### src/rtl/gcm_pkg.sv
// Shared widths, lane encoding and byte-mask helper for the GCM receive packer.
package gcm_pkg;

    localparam int BLOCK_W = 128;
    localparam int WORD_W  = 32;
    localparam int LANES   = 4;
    localparam int LANE_W  = 2;

    typedef enum logic [LANE_W-1:0] {
        LANE0 = 2'd0,
        LANE1 = 2'd1,
        LANE2 = 2'd2,
        LANE3 = 2'd3
    } laneT;

    // keep bit i enables byte i of the word (bit3 -> [31:24])
    function automatic logic [WORD_W-1:0] keepMask(input logic [LANES-1:0] keep);
        logic [WORD_W-1:0] m;
        m = '0;
        for (int i = 0; i < LANES; i++) begin
            m[8*i +: 8] = {8{keep[i]}};
        end
        return m;
    endfunction

endpackage

### src/rtl/gcm_sync_fifo.sv
// Show-ahead synchronous FIFO; the head is read combinationally and held while empty.
module gcm_sync_fifo #(
    parameter int DEPTH = 4,
    parameter int AW    = 2,
    parameter int WIDTH = 128
) (
    input  logic             clk,
    input  logic             rst,
    input  logic             wr_en,
    input  logic [WIDTH-1:0] wr_data,
    input  logic             rd_en,
    output logic [WIDTH-1:0] rd_data,
    output logic             empty,
    output logic             full,
    output logic [AW:0]      count
);

    localparam logic [AW:0] FULL_COUNT = (AW+1)'(DEPTH);

    logic [WIDTH-1:0] mem [DEPTH];
    logic [AW-1:0]    wrPtrReg;
    logic [AW-1:0]    rdPtrReg;
    logic [AW:0]      countReg;
    logic [WIDTH-1:0] lastReg;
    logic             doWrite;
    logic             doRead;

    assign empty   = (countReg == '0);
    assign full    = (countReg == FULL_COUNT);
    assign count   = countReg;
    assign doWrite = wr_en && !full;
    assign doRead  = rd_en && !empty;

    // lastReg keeps the most recently popped block so the output holds when empty
    assign rd_data = empty ? lastReg : mem[rdPtrReg];

    always_ff @(posedge clk) begin
        if (doWrite) begin
            mem[wrPtrReg] <= wr_data;
        end
    end

    always_ff @(posedge clk) begin
        if (rst) begin
            wrPtrReg <= '0;
            rdPtrReg <= '0;
            countReg <= '0;
            lastReg  <= '0;
        end else begin
            if (doWrite) begin
                wrPtrReg <= wrPtrReg + 1'b1;
            end
            if (doRead) begin
                rdPtrReg <= rdPtrReg + 1'b1;
                lastReg  <= mem[rdPtrReg];
            end
            case ({doWrite, doRead})
                2'b10:   countReg <= countReg + 1'b1;
                2'b01:   countReg <= countReg - 1'b1;
                default: countReg <= countReg;
            endcase
        end
    end

endmodule

### src/rtl/gcm_rx_packer.sv
// Packs a 32-bit word stream into zero-padded 128-bit blocks and queues them for the encryptor.
module gcm_rx_packer
    import gcm_pkg::*;
#(
    parameter int DEPTH = 4,
    parameter int AW    = 2
) (
    input  logic               clk,
    input  logic               rst,
    input  logic               inValid,
    output logic               inReady,
    input  logic [WORD_W-1:0]  inData,
    input  logic [LANES-1:0]   inKeep,
    input  logic               inLast,
    output logic               rxEmpty,
    output logic [BLOCK_W-1:0] rxData,
    input  logic               rxPop,
    output logic [15:0]        blkCount
);

    localparam logic [AW:0] FULL_COUNT = (AW+1)'(DEPTH);

    laneT               laneReg;
    logic [BLOCK_W-1:0] asmReg;
    logic [BLOCK_W-1:0] blockNext;
    logic [15:0]        blkCountReg;
    logic [WORD_W-1:0]  wordMasked;
    logic               accept;
    logic               blockDone;
    logic               fifoFull;
    logic [AW:0]        fifoCount;

    assign inReady    = (fifoCount != FULL_COUNT);
    assign accept     = inValid && inReady;
    assign blockDone  = accept && (laneReg == LANE3 || inLast);
    assign wordMasked = inLast ? (inData & keepMask(inKeep)) : inData;
    assign blkCount   = blkCountReg;

    // Lane 0 is the most significant word; bits above the current lane stay zero in asmReg
    generate
        for (genvar gi = 0; gi < LANES; gi++) begin : gLane
            localparam logic [LANE_W-1:0] SLOT = LANE_W'(LANES - 1 - gi);
            assign blockNext[gi*WORD_W +: WORD_W] =
                (laneReg == SLOT) ? wordMasked : asmReg[gi*WORD_W +: WORD_W];
        end
    endgenerate

    always_ff @(posedge clk) begin
        if (rst) begin
            laneReg     <= LANE0;
            asmReg      <= '0;
            blkCountReg <= '0;
        end else if (accept) begin
            if (blockDone) begin
                laneReg     <= LANE0;
                asmReg      <= '0;
                blkCountReg <= blkCountReg + 16'd1;
            end else begin
                laneReg <= laneT'(laneReg + 2'd1);
                asmReg  <= blockNext;
            end
        end
    end

    gcm_sync_fifo #(
        .DEPTH (DEPTH),
        .AW    (AW),
        .WIDTH (BLOCK_W)
    ) uFifo (
        .clk     (clk),
        .rst     (rst),
        .wr_en   (blockDone && !fifoFull),
        .wr_data (blockNext),
        .rd_en   (rxPop),
        .rd_data (rxData),
        .empty   (rxEmpty),
        .full    (fifoFull),
        .count   (fifoCount)
    );

endmodule
### config.mk
export PLATFORM = sky130hd
export DESIGN_NAME = gcm_rx_packer
export DESIGN_NICKNAME = d
export VERILOG_FILES = /design/src/rtl/gcm_pkg.sv /design/src/rtl/gcm_sync_fifo.sv /design/src/rtl/gcm_rx_packer.sv
export SDC_FILE = /design/constraint.sdc
export NUM_CORES = 1
export LEC_CHECK = 0
export CORE_MARGIN = 2
export CORE_UTILIZATION = 50
export DETAILED_ROUTE_END_ITERATION = 10
export PLACE_DENSITY = 0.71
export SLEW_MARGIN = 20
export SYNTH_ARGS = -nofsm -noshare
export SYNTH_HDL_FRONTEND = slang
export SYNTH_SLANG_ARGS = --single-unit
### constraint.sdc
create_clock -name clk -period 5.59 [get_ports clk]
set_clock_uncertainty 0.2 [all_clocks]
set_input_delay 1.118 -clock clk [delete_from_list [all_inputs] [get_ports clk]]
set_output_delay 1.118 -clock clk [all_outputs]
set_load 0.03 [all_outputs]
==> results.yml <==
run_status:
  status: "completed"
clocking:
  post_cts_buffers: 0
  ctsResizeCount: 0
  clk_latency_ns: 0.63
  cts_tree: "done"
  clkSinkCount: 795
  clkTransAtPathRegs_ns: 0.06
  cts_hold_repair.buffers: 0
  cts_root_buf: "clkbuf_16"
  cts_buffer_depth: 3
  numCtsBuffers: 81
  cts.htree.levels: 3
drt:
  ant_nets: 0
  drtPass1Iterations: 5
  wl_per_cell_um: 23.7
  viasPerCell: 5.76
  drc_errors: 0
  drt_iter0_drc: 1615
  route.vias.total: 18300
  wl_um: 75400
final_layout:
  drive_above_1_share_pct: 24.0
  fin_nets: 2317
  stdcell_count: 3183
  nFillCells: 4772
  area_growth_syn_to_layout_pct: 16.6
timing:
  tns_ns: 0
  drv_slew: 0
  rsz0062_at_grt: "no"
  whs_ns: 0.251
  max_slew.worst_pin.slew_ns: 0.996
  max_slew_margin_pct: 33.6
  fin_crit_sh_pct: 83.3
  layout_setup_ws_ns: 0.934
  hold_violations: 0
  max_freq_mhz: 215
  setup_viol: 0
  fin_crit_ns: 4.66
worst_setup_path:
  path_class: "flip-flop to output pin"
  crit_arrival_ns: 3.34
  cp-start-kind: "flip-flop"
  r2r_setup_slack_ns: 2.00
  cp-end-kind: "output pin"
  crit_fanout: 43
  crit_required_ns: 4.27
floorplanning:
  initial_core_util_pct: 50.3
  die_w_um: 255
  io_pins: 187
  die_y_um: 255
  core_area_mm2: 0.0627
  num_rows: 92
  die_area_mm2: 0.0651
power:
  p_leak_nw: 12.1
  switching_share_pct: 32.3
  p_int_mw: 12.3
  p_seq_share_pct: 37.7
  clock_power_share_pct: 28.8
  ir_worst_vdd_mv: 0.521
  power_density_mw_per_mm2: 495
  switching_power_mw: 5.87
  p_comb_share_pct: 33.5
logic_synthesis:
  synth_async_sr_flop_share_pct: 0
  synth_warnings: 0
  syn_inst: 2128
  synthTopCellsByArea: "edfxtp_1 49%, dfxtp_1 18%, mux2_2 9.2%"
  synthFlopType: "edfxtp_1"
  ys_seq_area_share_pct: 66.7
  synth_edf_count: 512
  synth_area_leader_cell: "edfxtp_1"
  synth_top_area_share_pct: 48.8
  syn_nets: 2180
  yosys-top-cells-count: "512 x edfxtp_1, 283 x dfxtp_1, 266 x nand2_1"
  yosysUniqueCellTypes: 41
  synth_area_per_cell_um2: 14.8
  syn_area_mm2: 0.0315
  yosysMostFrequentCell: "edfxtp_1"
  synth-seq-cells: 795
run:
  max_cap_viol_count: 0
global_route:
  met1_usage_pct: 31.8
  grt_max_degree: 113
  busiest_layer: "met2"
  gr-total-overflow: 0
  use_met2_pct: 37.4
  grt_pass1_vias: 18400
  antenna_found_initial: 7
  grt_pass1_wl_um: 113000
  gr-usage-met3_pct: 4.22
  track_usage_pct: 23.4
min_path:
  hp-class: "flip-flop to flip-flop"
placement:
  dp_cells: 3028
  portBuffers: 186
  gp_congestion: 0.768
  dp_hpwl_um: 45800
  pre_cts_slack_ns: 1.40
## worst paths after layout
kind / startpoint / end / cells past startpoint
max reg2reg: uFifo.count[0]$_SDFFE_PP0P_ / uFifo.lastReg[71]$_SDFFE_PP0N_ / 6
min reg2reg: uFifo.lastReg[66]$_SDFFE_PP0N_ / uFifo.lastReg[66]$_SDFFE_PP0N_ / 2
min: uFifo.lastReg[66]$_SDFFE_PP0N_ / uFifo.lastReg[66]$_SDFFE_PP0N_ / 2
max: flip-flop / rxData[127] / 4
## logic make-up after synthesis
logic type,after synthesis,share of synthesized area (%)
AO/OA/AOI/OAI,250,4.78
XOR/XNOR,11,0.305
adder cells (fa/ha/maj),11,0.460
buffers and inverters,185,2.59
flip-flops,795,66.7
multiplexers,387,18.4
AND/OR/NAND/NOR,489,6.77
## registers in the layout, indices dropped and copies added, names as in the netlist, named ones only
register        flops
uFifo.wrPtrReg      2
blkCount           16
uFifo.rdPtrReg      2
uFifo.lastReg     128
laneReg             2
uFifo.count         3
uFifo.mem         512
asmReg            128
## power groups by stage
stage | sequential (mW) | combinational, mW | clock [mW]
global route | 6.90 | 6.46 | 5.55
floorplan | 6.88 | 4.19 | 0
detailed placement | 6.98 | 6.13 | 0
finish | 6.86 | 6.09 | 5.24
global placement | 6.95 | 6.09 | 0
CTS | 6.86 | 6.17 | 5.32
## final cells by class
cell class                 count  area (um2)  share of cell area [%]
sequential                   795       21000                    57.3
multi-input combinational   1148        9710                    26.4
clock buffer                 122        2410                    6.55
timing repair buffer         227        2300                    6.25
tap                          846        1060                    2.88
clock inverter                30         186                   0.507
inverter                      12        47.5                   0.129
antenna                        3        7.51                  0.0204
## worst max-delay path, stage by stage (launching register included)
cell and delay (ns):
dfxtp_4 0.73, buf_12 0.41, mux4_2 0.65, mux2_2 0.30, clkdlybuf4s50_1 0.59
## per-stage QoR
| stage | total power [mW] | cell area [um2] | util, % |
|---|---|---|---|
| 2_1_floorplan | 11.1 | 31500 | - |
| 5_1_grt | 18.9 | 36800 | 58.6 |
| 6_report | 18.2 | 36800 | 58.6 |
| 3_3_place_gp | 13.0 | 34200 | 54.4 |
| 3_5_place_dp | 13.1 | 34200 | 54.4 |
| 4_1_cts | 18.3 | 36800 | 58.6 |
## layer usage
metal / wire length, um / up-vias
li1: - / 8163
met1: 30700 / 9348
met4: 2670 / 0
met2: 36400 / 679
met5: 0 / -
met3: 5680 / 137
## placed cells by master (no fill, tap or decap), drive strengths merged, types with 2 or more instances in the layout
master,instances
clkinv,21
o211ai,4
or4,2
nor2,115
clkbuf,122
and4,6
xnor2,7
mux2,259
edfxtp,512
xor2,4
nor3,4
ha,10
a21oi,140
nand2,266
clkdlybuf4s50,185
a22oi,96
mux4,128
or3,5
nor3b,3
nand3,5
buf,42
diode,3
inv,14
clkinvlp,6
nand2b,6
and2,68
nor2b,3
nand4,2
dfxtp,283
o31ai,2
o21ai,8
Note: power is estimated with default switching activity, not from simulation.
